[src/rtl/ifu_prefetch.sv]
// Instruction fetch with a small prefetch FIFO between the sync ROM and decode.
// Optional IFU_BYPASS_EN: forwards a ROM response straight to decode when the FIFO is empty.
module ifu_prefetch #(
  parameter logic [63:0] RESET_PC   = 64'h0000_0000,
  parameter int unsigned FIFO_DEPTH = 4,
  parameter logic [31:0] NOP_INST   = 32'h0000_0013
) (
  input  logic        clk,
  input  logic        rst,
  output logic        rom_req_o,
  output logic [63:0] rom_addr_o,
  input  logic [31:0] rom_inst_i,
  input  logic        jump_en_i,
  input  logic [63:0] jump_addr_i,
  input  logic        hold_i,
  output logic        inst_valid_o,
  output logic [31:0] inst_o,
  output logic [63:0] inst_addr_o
);
  localparam int unsigned PW = $clog2(FIFO_DEPTH);
  localparam int unsigned CW = PW + 1;
  localparam logic [CW-1:0] FULL_C  = CW'(FIFO_DEPTH);
  localparam logic [CW:0]   DEPTH_C = (CW+1)'(FIFO_DEPTH);

  typedef struct packed {
    logic [63:0] pc;
    logic [31:0] inst;
  } entry_t;

  entry_t        mem_q [FIFO_DEPTH];
  logic [PW-1:0] rd_ptr_q, rd_ptr_d, wr_ptr_q, wr_ptr_d;
  logic [CW-1:0] count_q, count_d;
  logic [63:0]   fetch_pc_q, fetch_pc_d, req_pc_q;
  logic          inflight_q, squash_q, squash_d;
  logic [CW:0]   occ;
  logic          resp_vld, head_vld, consume, push, pop;
  entry_t        head;
  logic          unused_jump_lsb;

  assign unused_jump_lsb = ^jump_addr_i[1:0];

  // Occupancy counts the in-flight slot so a full FIFO never overflows.
  assign occ        = {1'b0, count_q} + {{CW{1'b0}}, inflight_q};
  assign rom_req_o  = !rst && !jump_en_i && (occ < DEPTH_C);
  assign rom_addr_o = rst ? RESET_PC : fetch_pc_q;

  assign resp_vld = inflight_q && !squash_q;
  assign head_vld = (count_q != '0);
  assign head     = mem_q[rd_ptr_q];
  assign consume  = inst_valid_o && !hold_i && !jump_en_i;
  assign pop      = consume && head_vld;

`ifdef IFU_BYPASS_EN
  logic byp;
  assign byp          = resp_vld && !head_vld;
  assign inst_valid_o = !rst && (head_vld || byp);
  assign inst_o       = !inst_valid_o ? NOP_INST : (head_vld ? head.inst : rom_inst_i);
  assign inst_addr_o  = !inst_valid_o ? 64'd0    : (head_vld ? head.pc   : req_pc_q);
  // A bypassed response consumed this cycle never enters the FIFO.
  assign push         = !rst && !jump_en_i && resp_vld && !(byp && consume);
`else
  assign inst_valid_o = !rst && head_vld;
  assign inst_o       = inst_valid_o ? head.inst : NOP_INST;
  assign inst_addr_o  = inst_valid_o ? head.pc   : 64'd0;
  assign push         = !rst && !jump_en_i && resp_vld;
`endif

  always_comb begin
    fetch_pc_d = fetch_pc_q;
    rd_ptr_d   = rd_ptr_q;
    wr_ptr_d   = wr_ptr_q;
    count_d    = count_q;
    squash_d   = 1'b0;
    if (jump_en_i) begin
      fetch_pc_d = {jump_addr_i[63:2], 2'b00};
      rd_ptr_d   = '0;
      wr_ptr_d   = '0;
      count_d    = '0;
      squash_d   = inflight_q;
    end else begin
      if (rom_req_o) fetch_pc_d = fetch_pc_q + 64'd4;
      if (push)      wr_ptr_d   = wr_ptr_q + PW'(1);
      if (pop)       rd_ptr_d   = rd_ptr_q + PW'(1);
      case ({push, pop})
        2'b10:   count_d = count_q + CW'(1);
        2'b01:   count_d = count_q - CW'(1);
        default: count_d = count_q;
      endcase
    end
  end

  always_ff @(posedge clk) begin
    if (rst) begin
      fetch_pc_q <= RESET_PC;
      req_pc_q   <= RESET_PC;
      rd_ptr_q   <= '0;
      wr_ptr_q   <= '0;
      count_q    <= '0;
      inflight_q <= 1'b0;
      squash_q   <= 1'b0;
    end else begin
      fetch_pc_q <= fetch_pc_d;
      rd_ptr_q   <= rd_ptr_d;
      wr_ptr_q   <= wr_ptr_d;
      count_q    <= count_d;
      inflight_q <= rom_req_o;
      squash_q   <= squash_d;
      if (rom_req_o) req_pc_q <= fetch_pc_q;
    end
  end

  always_ff @(posedge clk) begin
    if (push) mem_q[wr_ptr_q] <= '{pc: req_pc_q, inst: rom_inst_i};
  end

  always_ff @(posedge clk) begin
    if (push) assert (count_q != FULL_C);
  end
endmodule

[config.mk]
export PLATFORM = sky130hd
export DESIGN_NAME = ifu_prefetch
export DESIGN_NICKNAME = d
export VERILOG_FILES = /design/src/rtl/ifu_prefetch.sv
export SDC_FILE = /design/constraint.sdc
export NUM_CORES = 1
export LEC_CHECK = 0
export ABC_AREA = 1
export BUFFER_PORTS_ARGS = -buffer_cell sky130_fd_sc_hd__buf_2
export CAP_MARGIN = 20
export CORE_MARGIN = 2
export CORE_UTILIZATION = 63
export DETAILED_ROUTE_END_ITERATION = 7
export PLACE_DENSITY = 0.82
export REMOVE_ABC_BUFFERS = 1
export SKIP_CTS_REPAIR_TIMING = 1
export SLEW_MARGIN = 10
export SYNTH_ARGS = -nofsm -noshare
export SYNTH_HDL_FRONTEND = slang
export SYNTH_SLANG_ARGS = --single-unit
export TNS_END_PERCENT = 10
[constraint.sdc]
create_clock -name clk -period 14.56 [get_ports clk]
set_input_delay 2.912 -clock clk [delete_from_list [all_inputs] [get_ports clk]]
set_output_delay 2.912 -clock clk [all_outputs]
set_load 0.03 [all_outputs]
==> results.py <==
metrics = {
    "run_status": {
        "run_status": "complete, no violations",
    },
    "global_routing": {
        "first_global_vias": 16600,
        "grt_pass1_wl_um": 86000,
        "grtUsageMet3": 0.0428,
        "grt_usage": 0.304,
        "grt_busiest_layer": "met2",
        "grt_start_max_net_pins": 115,
        "total_congestion_overflow_after_global_routing": 0,
        "met2_global_route_usage": 0.511,
        "antenna_found_initial": 0,
        "global_route.usage.met1": 0.398,
    },
    "floorplan": {
        "rows": 68,
        "die_area_um2": 36800,
        "floorplan.die.height_um": 192,
        "placeableCoreArea_um2": 34600,
        "effective_utilization_at_floorplan": 0.641,
        "ioPinCount": 262,
        "dieWidth_um": 192,
    },
    "hold_path": {
        "timing.hold.worst.class": "register to register",
        "timing.hold.worst.start": "rd_ptr_q[1]$_SDFFE_PN0P_",
        "hold_path_depth": 2,
    },
    "worst_setup_path": {
        "rr_startpoint": "count_q[0]$_SDFFE_PN0P_",
        "critical_path_arrival_ns": 5.14,
        "worst-endpoint-required_ns": 11.65,
        "critPathCaptureType": "output port",
        "crit_path_start_kind": "input pin",
        "cp-startpoint": "rst",
        "reg2reg_to": "fetch_pc_q[6]$_SDFFE_PP0P_",
        "timing.setup.critical_path_class": "input pin to output port",
        "worstPathMaxFanout": 58,
        "ff2ff_setup_slack_ns": 11.25,
        "timing.reg2reg.worst_path_depth": 8,
    },
    "logic_synthesis": {
        "synth_cell_types": 40,
        "most_common_cell_in_the_synthesized_netlist": "sky130_fd_sc_hd__nor2_1",
        "largest_cells_by_area_after_synthesis": "sky130_fd_sc_hd__edfxtp_1 51%, sky130_fd_sc_hd__dfxtp_1 12%, sky130_fd_sc_hd__nor2_1 11%",
        "synth_async_sr_flop_share": 0,
        "post_synthesis_cell_type_with_the_largest_combined_area": "sky130_fd_sc_hd__edfxtp_1",
        "synthesis.area_um2": 22200,
        "postSynthAreaPerCell_um2": 9.37,
        "ys_seq_area_frac": 0.630,
        "synth-main-ff-cell": "sky130_fd_sc_hd__edfxtp_1",
        "yosys_warnings": 0,
        "synth_edf_count": 376,
        "synthDominantCellAreaShare": 0.509,
        "synth.ff_latch_count": 511,
        "synth_top_cells_by_count": "641 x sky130_fd_sc_hd__nor2_1, 376 x sky130_fd_sc_hd__edfxtp_1, 309 x sky130_fd_sc_hd__nand2_1, 244 x sky130_fd_sc_hd__o21ai_0, 165 x sky130_fd_sc_hd__inv_1",
        "synthesis.instances": 2370,
    },
    "cells_and_area": {
        "drive_gt1_frac": 0.149,
        "finish.net_count": 2677,
        "layout-area-overhead-vs-synth_pct": 14.1,
        "final_cell_count_no_fill": 3066,
        "antenna-diode-count": 0,
    },
    "timing": {
        "setup_failing_eps_final": 0,
        "fin_crit_ns": 8.06,
        "slew_viol_final": 0,
        "timing.max_slew.rel_slack": 0.258,
        "max_fclk_mhz": 124,
        "worstMarginPinSlew_ns": 1.11,
        "rsz0062_at_grt": "false",
        "hold_viol_final": 0,
        "final.period_utilization": 0.553,
        "total_negative_slack_ns": 0,
        "finalClockSkew_ns": 0.0216,
    },
    "route": {
        "wl_per_cell_um": 18.5,
        "dr.pass1.iters": 7,
        "drtIter0Drc": 1618,
        "avgViaCountPerCell": 5.72,
        "post-route-drc-count": 0,
        "routed_wirelength_um": 56600,
        "final_antenna_net_count": 0,
        "routed-via-count": 17500,
    },
    "cts": {
        "cts_buffers": 50,
        "clk_latency_ns": 0.58,
        "cts.sink_count": 511,
        "htreeDepth": 2,
        "tritoncts": "yes",
        "worst_setup_hold_path_clk_slew_ns": 0.06,
        "largest_buffer_count_on_any_clock_path": 3,
        "clock_tree.root_cell": "sky130_fd_sc_hd__clkbuf_16",
    },
    "placement": {
        "globalplace.congestion": 0.939,
        "detailedPlacementHpwl_um": 34600,
        "port-buffer-count": 255,
        "place.detailed.instances": 2972,
    },
    "power": {
        "power-per-cell-area_nw_per_um2": 120,
        "leakagePower_nw": 9.97,
        "vdd_ir_drop_max_v": 0.000103,
    },
    "run": {
        "drv_cap": 0,
    },
}
[metrics by stage]
step	instance area (µm²)	setup WS (ns)	hold WS (ns)	utilization	power, mW
global placement	23700	6.10	0.437	0.684	1.80
floorplan	21600	5.16	0.436	-	1.73
global route	25300	6.38	0.505	0.731	3.11
detailed placement	23700	6.09	0.449	0.684	1.80
finish	25300	6.50	0.462	0.731	3.03
CTS	25300	6.10	0.461	0.730	3.04
[worst max-delay path by stage]
stage,end,slack [ns],cells past startpoint
2_1_floorplan,inst_o[0],5.16,5
3_3_place_gp,inst_o[4],6.10,7
3_5_place_dp,inst_o[0],6.09,7
4_1_cts,inst_o[0],6.10,7
5_1_grt,inst_o[0],6.38,7
6_report,inst_o[0],6.50,7
[worst max-delay path, cell delays in order]
cell	delay [ns]
sky130_fd_sc_hd__buf_4	0.09
sky130_fd_sc_hd__inv_2	0.23
sky130_fd_sc_hd__nand2_4	0.48
sky130_fd_sc_hd__buf_4	0.68
sky130_fd_sc_hd__inv_1	0.19
sky130_fd_sc_hd__o311ai_0	0.16
sky130_fd_sc_hd__buf_2	0.26
[report_power, final]
| part | internal (mW) | total, mW | switching (mW) |
|---|---|---|---|
| sequential | 1.59 | 1.62 | 0.0295 |
| clock | 0.723 | 1.25 | 0.529 |
| combinational | 0.0462 | 0.158 | 0.111 |
[state kept, by name, summed over array words and instances, names as in the netlist, named ones only]
register	cells
mem_q	376
req_pc_q	62
squash_q	1
fetch_pc_q	62
wr_ptr_q	2
count_q	3
inflight_q	1
rd_ptr_q	2
[per-layer routing]
| metal | share of wire | wire, µm | vias up |
|---|---|---|---|
| li1 | - | - | 8319 |
| met1 | 0.39 | 22000 | 8265 |
| met2 | 0.48 | 27200 | 814 |
| met3 | 0.089 | 5060 | 145 |
| met4 | 0.041 | 2350 | 0 |
| met5 | 0 | 0 | - |
[placed cells by master (no fill, tap or decap), types with 5 or more instances in the layout]
cell type                     n
sky130_fd_sc_hd__a211oi_1    10
sky130_fd_sc_hd__a21oi_1    128
sky130_fd_sc_hd__a31oi_1      9
sky130_fd_sc_hd__buf_2      254
sky130_fd_sc_hd__buf_4       20
sky130_fd_sc_hd__clkbuf_1     8
sky130_fd_sc_hd__clkbuf_16   51
sky130_fd_sc_hd__clkinv_1    14
sky130_fd_sc_hd__clkinv_2    11
sky130_fd_sc_hd__dfxtp_1    133
sky130_fd_sc_hd__edfxtp_1   376
sky130_fd_sc_hd__ha_1         6
sky130_fd_sc_hd__inv_1      164
sky130_fd_sc_hd__nand2_1    308
sky130_fd_sc_hd__nand3_1     57
sky130_fd_sc_hd__nand3b_1    12
sky130_fd_sc_hd__nand4_1     11
sky130_fd_sc_hd__nor2_1     637
sky130_fd_sc_hd__nor2_2       6
sky130_fd_sc_hd__nor2_4      14
sky130_fd_sc_hd__nor3_1      38
sky130_fd_sc_hd__o21ai_0    244
sky130_fd_sc_hd__o21ai_1     30
sky130_fd_sc_hd__o311ai_0     5
sky130_fd_sc_hd__xor2_1      13
[cell families after synthesis]
kind of cell,Yosys count,share of synthesized area
and+or+nand+nor,1101,0.204
DFF,511,0.630
AOI/OAI and AO/OA,436,0.102
buffers and inverters,301,0.0543
xor gates and xnor gates,13,0.00513
adders and majority gates,7,0.00428
other,1,0.000169
[layout make-up]
cell class | instances | area (µm²)
Multi-Input combinational cell | 1561 | 7050
Fill cell | 2504 | 9310
Timing Repair Buffer | 275 | 1450
Inverter | 171 | 647
Tap cell | 455 | 569
Clock buffer | 61 | 1330
Sequential cell | 511 | 14000
Clock inverter | 32 | 270
No activity file was read; power rests on OpenSTA's default activity.
